## src/rtl/dac_pkg.sv

```systemverilog
// Shared encodings for the serial DAC waveform generator: waveform modes and
// triangle sweep direction.
package dac_pkg;

  typedef enum logic [1:0] {
    HOLD   = 2'd0,
    SAW_UP = 2'd1,
    SAW_DN = 2'd2,
    TRI    = 2'd3
  } mode_e;

  typedef enum logic {
    DIR_UP = 1'b0,
    DIR_DN = 1'b1
  } dir_e;

endpackage

```

## src/rtl/dac_code_gen.sv

```systemverilog
// Next-code computation for one frame: limit clamping, sawtooth wrap, triangle
// turnaround and the triangle direction register.
module dac_code_gen
  import dac_pkg::*;
#(
  parameter int DWIDTH = 12
) (
  input  logic              dclk,
  input  logic              rst,
  input  logic              i_adv,
  input  logic [1:0]        i_mode,
  input  logic [DWIDTH-1:0] i_step,
  input  logic [DWIDTH-1:0] i_lo,
  input  logic [DWIDTH-1:0] i_hi,
  input  logic [DWIDTH-1:0] i_code,
  output logic [DWIDTH-1:0] o_next_code,
  output logic              o_chirp
);

  dir_e              r_dir;
  dir_e              w_dir_nxt;
  mode_e             w_mode;
  logic [DWIDTH:0]   w_sum;
  logic [DWIDTH:0]   w_diff;
  logic              w_sum_over;
  logic              w_diff_under;
  logic [DWIDTH-1:0] w_next;
  logic              w_chirp;

  assign w_mode = mode_e'(i_mode);
  assign w_sum  = {1'b0, i_code} + {1'b0, i_step};
  assign w_diff = {1'b0, i_code} - {1'b0, i_step};

  // The extra top bit of w_diff is the sign of code-step.
  assign w_sum_over   = w_sum > {1'b0, i_hi};
  assign w_diff_under = w_diff[DWIDTH] || (w_diff[DWIDTH-1:0] < i_lo);

  always_comb begin
    w_next    = i_code;
    w_chirp   = 1'b0;
    w_dir_nxt = r_dir;
    if ((i_code < i_lo) || (i_code > i_hi)) begin
      w_next    = i_lo;
      w_dir_nxt = DIR_UP;
    end else if (i_lo >= i_hi) begin
      w_next = i_lo;
    end else if (i_step == '0) begin
      w_next = i_code;
    end else begin
      case (w_mode)
        HOLD: w_next = i_code;
        SAW_UP: begin
          if (w_sum_over) begin
            w_next  = i_lo;
            w_chirp = 1'b1;
          end else begin
            w_next = w_sum[DWIDTH-1:0];
          end
        end
        SAW_DN: begin
          if (w_diff_under) begin
            w_next  = i_hi;
            w_chirp = 1'b1;
          end else begin
            w_next = w_diff[DWIDTH-1:0];
          end
        end
        TRI: begin
          if (r_dir == DIR_UP) begin
            if (w_sum_over) begin
              w_next    = i_hi;
              w_dir_nxt = DIR_DN;
              w_chirp   = 1'b1;
            end else begin
              w_next = w_sum[DWIDTH-1:0];
            end
          end else begin
            if (w_diff_under) begin
              w_next    = i_lo;
              w_dir_nxt = DIR_UP;
              w_chirp   = 1'b1;
            end else begin
              w_next = w_diff[DWIDTH-1:0];
            end
          end
        end
      endcase
    end
  end

  always_ff @(posedge dclk) begin
    if (rst) begin
      r_dir <= DIR_UP;
    end else if (i_adv) begin
      r_dir <= w_dir_nxt;
    end
  end

  assign o_next_code = w_next;
  assign o_chirp     = w_chirp;

endmodule

```

## src/rtl/dac_serial_gen.sv

```systemverilog
// Serial DAC waveform generator: frame counter, code register, serialiser and
// registered latch/chirp strobes around the dac_code_gen next-code logic.
module dac_serial_gen
  import dac_pkg::*;
#(
  parameter int DWIDTH    = 12,
  parameter int FRAME_LEN = 16,
  parameter int LSB_FIRST = 0
) (
  input  logic              dclk,
  input  logic              rst,
  input  logic              en,
  input  logic [1:0]        mode,
  input  logic [DWIDTH-1:0] stepsize,
  input  logic [DWIDTH-1:0] lo_lim,
  input  logic [DWIDTH-1:0] hi_lim,
  output logic              dce_n,
  output logic              dout,
  output logic              chirp_n,
  output logic [DWIDTH-1:0] sample
);

  localparam int FW = (FRAME_LEN > 1) ? $clog2(FRAME_LEN) : 1;
  localparam logic [FW-1:0] FCNT_LAST = FW'(FRAME_LEN - 1);
  localparam logic [FW-1:0] DATA_LAST = FW'(DWIDTH - 1);

  logic [FW-1:0]     r_fcnt;
  logic [DWIDTH-1:0] r_code;
  logic [DWIDTH-1:0] r_shift;
  logic              r_dce_n;
  logic              r_chirp_n;
  logic              r_dout;

  logic              w_boundary;
  logic [DWIDTH-1:0] w_next;
  logic              w_chirp;
  logic [DWIDTH-1:0] w_load;

  // Idle parks the counter on its last value, so enabling makes the very next
  // edge a frame boundary.
  assign w_boundary = (r_fcnt == FCNT_LAST) && en;

  dac_code_gen #(
    .DWIDTH(DWIDTH)
  ) u_code_gen (
    .dclk       (dclk),
    .rst        (rst),
    .i_adv      (w_boundary),
    .i_mode     (mode),
    .i_step     (stepsize),
    .i_lo       (lo_lim),
    .i_hi       (hi_lim),
    .i_code     (r_code),
    .o_next_code(w_next),
    .o_chirp    (w_chirp)
  );

  // Shift register always emits from its MSB; LSB-first order is a bit
  // reversal at load time.
  always_comb begin
    w_load = w_next;
    if (LSB_FIRST != 0) begin
      for (int i = 0; i < DWIDTH; i++) begin
        w_load[i] = w_next[DWIDTH-1-i];
      end
    end
  end

  always_ff @(posedge dclk) begin
    if (rst) begin
      r_fcnt    <= FCNT_LAST;
      r_code    <= '0;
      r_shift   <= '0;
      r_dce_n   <= 1'b1;
      r_chirp_n <= 1'b1;
      r_dout    <= 1'b0;
    end else if (r_fcnt == FCNT_LAST) begin
      if (en) begin
        r_fcnt    <= '0;
        r_code    <= w_next;
        r_shift   <= w_load;
        r_dce_n   <= 1'b0;
        r_chirp_n <= ~w_chirp;
        r_dout    <= w_load[DWIDTH-1];
      end else begin
        r_dce_n   <= 1'b1;
        r_chirp_n <= 1'b1;
        r_dout    <= 1'b0;
      end
    end else begin
      r_fcnt    <= r_fcnt + FW'(1);
      r_dce_n   <= 1'b1;
      r_chirp_n <= 1'b1;
      if (r_fcnt < DATA_LAST) begin
        r_shift <= r_shift << 1;
        r_dout  <= r_shift[DWIDTH-2];
      end else begin
        r_dout <= 1'b0;
      end
    end
  end

  assign dce_n   = r_dce_n;
  assign chirp_n = r_chirp_n;
  assign dout    = r_dout;
  assign sample  = r_code;

endmodule

```

## config.mk

```make
export PLATFORM = sky130hd
export DESIGN_NAME = dac_serial_gen
export DESIGN_NICKNAME = d
export VERILOG_FILES = /design/src/rtl/dac_pkg.sv /design/src/rtl/dac_code_gen.sv /design/src/rtl/dac_serial_gen.sv
export SDC_FILE = /design/constraint.sdc
export NUM_CORES = 1
export LEC_CHECK = 0
export BUFFER_PORTS_ARGS = -buffer_cell sky130_fd_sc_hd__clkbuf_2
export CORE_MARGIN = 2
export CORE_UTILIZATION = 35
export DETAILED_ROUTE_END_ITERATION = 16
export PLACE_DENSITY = 0.59
export SETUP_SLACK_MARGIN = 0.05
export SLEW_MARGIN = 20
export SYNTH_ARGS = -nofsm -noshare
export SYNTH_HDL_FRONTEND = slang
export SYNTH_SLANG_ARGS = --single-unit
```

## constraint.sdc

```tcl
create_clock -name dclk -period 4.2 [get_ports dclk]
set_input_delay 0.21 -clock dclk [delete_from_list [all_inputs] [get_ports dclk]]
set_output_delay 0.21 -clock dclk [all_outputs]
set_load 0.02 [all_outputs]
```

==> metrics.csv <==
stage,metric,value,unit
outcome,outcome,"complete, but fails checks",
outcome,violations,setup timing,
die,core,13300,sq um
synth,yosysMostFrequentCell,ha_1,
sta,slew_violations,0,
detailed_routing,via_per_inst,6.04,
die,rows,42,
synth,synth_simple_gate_area_frac,0.184,
placed_design,io_buffers,55,
clock_network,cts_max_path_buffers,2,
sta,rsz0062_at_grt,true,
clock_network,clock-sinks,31,
finish,antenna_cells,0,
finish,final_core_util,0.475,
synth,synth_xor_area_frac,0.0294,
synth,yosys.area.top_type_share,0.218,
die,dieWidth,121,um
sta,min_period,4.40,ns
sta,fmax,227,MHz
synth,netlist_top_cells_count,"ha_1 (83), inv_1 (55), o21ai_0 (55)",
critical_path,critPathCaptureType,flop,
critical_path,cp-start-kind,flop,
finish,fill_cells,1330,
critical_path,timing.critical_path.from,sample[0],
detailed_routing,drtAntennaViolNets,0,
synth,synth_top_area_cell,ha_1,
finish,final_cell_count_no_fill,933,
die,start_util,0.359,
worst_hold_path,holdPathEnd,r_fcnt[1],
critical_path,path_class,flop to flop,
synth,async_flop_share,0,
finish,layout.nets,883,
clock_network,clkTransAtPathRegs,0.06,ns
synth,synth_nets,758,
finish,seqCellArea,627,sq um
synth,synth_cell_types,75,
synth,synthFlopType,dfxtp_1,
clock_network,cts_buffers,5,
critical_path,arrival,4.56,ns
synth,synth_area_leaders,"ha_1 (22%), dfxtp_1 (13%), o21ai_0 (5.8%)",
placed_design,dp_hpwl,16100,um
sta,maxSlewHeadroom,0.413,
global_routing,antenna_found_initial,0,
detailed_routing,routed_wl,20300,um
sta,setup_viol,20,
worst_hold_path,min_path_cells,3,
worst_hold_path,hp-start,en,
global_routing,grt_overflow,0,
finish,areaGrowthSynthToFinish,32.5,%
clock_network,cts.hold.buffers_added,0,
finish,drive_gt1_frac,0.284,
finish,multi_input_area,4160,sq um
detailed_routing,wl_per_cell,21.7,um
clock_network,clk_latency,0.29,ns
die,fp.dieH,121,um
global_routing,track_usage,0.279,
sta,finalCritPeriodShare,1.05,
critical_path,rrSetupSlack,-0.20,ns
sta,layout_setup_ws,-0.203,ns
pwr,finalPower,3710,uW
die,die_area,14600,sq um
job,drv_cap,0,
placed_design,gp_congestion,0.985,
sta,skew,0.00719,ns
sta,final.setup.tns,-1.79,ns
synth,synthMuxAreaShare,0.0194,
sta,worst_pin_slew,0.877,ns
detailed_routing,num_vias,5637,
pwr,peakVddDrop,245,uV
critical_path,r2r_cells,21,
synth,netlist_area,4770,sq um
synth,synth_edf_count,0,
clock_network,cts_tree,done,
global_routing,grt_max_degree,26,
detailed_routing,detailedRoute.firstPassIterationCount,5,
synth,synth_compound_area_frac,0.345,
critical_path,cp_max_fo,3,
synth,ys_seq_elements,31,
synth,synth_area_per_cell,7.55,sq um
synth,ys_seq_area_frac,0.130,
synth,yosys_warnings,0,
global_routing,grt_pass1_wl,31400,um
synth,synth_top_family_by_area,compound AO/OA/AOI/OAI gates,
global_routing,grt_pass1_vias,5505,
die,ioPinCount,56,
pwr,p_per_area,587,nW/um^2
finish,final_cell_area,6320,sq um
detailed_routing,drtIter0Drc,524,
worst_hold_path,hold_path.class,input port to flop,
critical_path,regToRegEndpoint,r_shift[0],
critical_path,r2r_start,sample[0],
synth,synthCells,632,
pwr,leakage,0.00298,uW
synth,synth-adder-area-share,0.226,
critical_path,critPathRequiredTime,4.36,ns
sta,report.final.hold_viol_count,0,
placed_design,placed_cells,912,
detailed_routing,drc,0,
clock_network,cts.htree.levels,2,
placed_design,postPlaceCellArea,5730,sq um
clock_network,root_buffer,clkbuf_16,
==> power by group <==
part	switching, uW	internal, uW
logic	1600	1270
clock network	149	232
registers	79.9	386
==> cell families (layout without fill, tap and decap cells) <==
logic type	after synthesis	count (layout)
AO/OA/AOI/OAI	237	238
AND/OR/NAND/NOR	174	174
adder cells (fa/ha/maj)	85	85
buffers and inverters	80	204
flip-flops	31	31
XOR/XNOR	16	16
multiplexers	9	9
==> critical path, stage by stage (launching register included) <==
cell and delay, ns:
dfxtp_4 0.36, ha_4 0.13, inv_2 0.03, fa_2 0.36
o21bai_4 0.14, a221oi_2 0.08, o31ai_2 0.23, a31oi_1 0.15
xnor2_1 0.33, ha_1 0.31, a21o_1 0.19, a2111oi_4 0.40
nand2_2 0.11, o211ai_1 0.26, buf_4 0.19, buf_4 0.10
nand3_1 0.10, o211ai_1 0.15, a311oi_1 0.15, o211ai_1 0.25
buf_4 0.17, o21ai_0 0.08
==> cell usage in the layout (no fill, tap or decap), types with 4 or more instances in the layout <==
cell	netlist	final
nor2b_1	7	7
and4_1	6	6
o211ai_1	7	7
nor2_1	53	52
nand2b_1	7	7
mux2i_1	7	7
a211oi_1	10	6
clkbuf_2	0	55
o21ai_1	7	13
a22oi_1	7	5
o21ai_0	55	47
nand4_1	10	10
a22o_1	5	5
dfxtp_1	31	28
xor2_1	4	4
ha_1	83	80
a21o_1	16	16
a2bb2oi_2	1	4
a31oi_1	15	14
nand2_1	34	32
buf_4	1	78
nor4_1	8	8
nand3_1	24	20
buf_6	0	7
o21a_1	10	10
clkbuf_16	0	5
o31ai_1	6	4
a21oi_1	44	42
nor3_1	9	8
inv_1	55	54
xnor2_1	12	12
and2_1	4	4
o21bai_1	6	6
nand3_2	1	5
==> sequential cells by signal, summed over array words and instances (netlist names) <==
| name | cells |
|---|---|
| sample | 12 |
| r_shift | 11 |
| r_fcnt | 4 |
| chirp_n | 1 |
| dce_n | 1 |
| dout | 1 |
| u_code_gen.r_dir | 1 |
==> layer usage <==
metal | global-route usage | routed length [um]
met3 | 0.0448 | 1780
met5 | 0 | 0
met2 | 0.449 | 9140
met1 | 0.369 | 8420
met4 | 0.120 | 921
==> final cells by class <==
cell class,instances,share of cell area
clock buffer,6,0.0220
inverter,56,0.0333
tap,176,0.0348
timing repair buffer,141,0.152
sequential,31,0.0992
multi-input combinational,522,0.658
clock inverter,1,0.000792
==> stage by stage <==
stage | worst slack (ns) | hold slack, ns
global placement | -0.456 | 0.445
CTS | -0.105 | 0.295
global route | -0.349 | 0.312
floorplan | 0.0528 | 0.376
detailed placement | -0.557 | 0.464
finish | -0.203 | 0.296
==> worst max path at each step <==
stage                 endpoint
global route        r_shift[1]
floorplan            sample[7]
finish              r_shift[0]
global placement    r_shift[9]
detailed placement  r_shift[9]
CTS                  sample[1]
==> timing repair <==
action / in CTS / in global routing
pin swaps: 31 / 15
gates resized for setup: 55 / 19
endpoints found under the setup margin: 24 / 25
gates cloned: 1 / 0
buffers inserted: 10 / 2
Power figures use the tool's default switching activity.
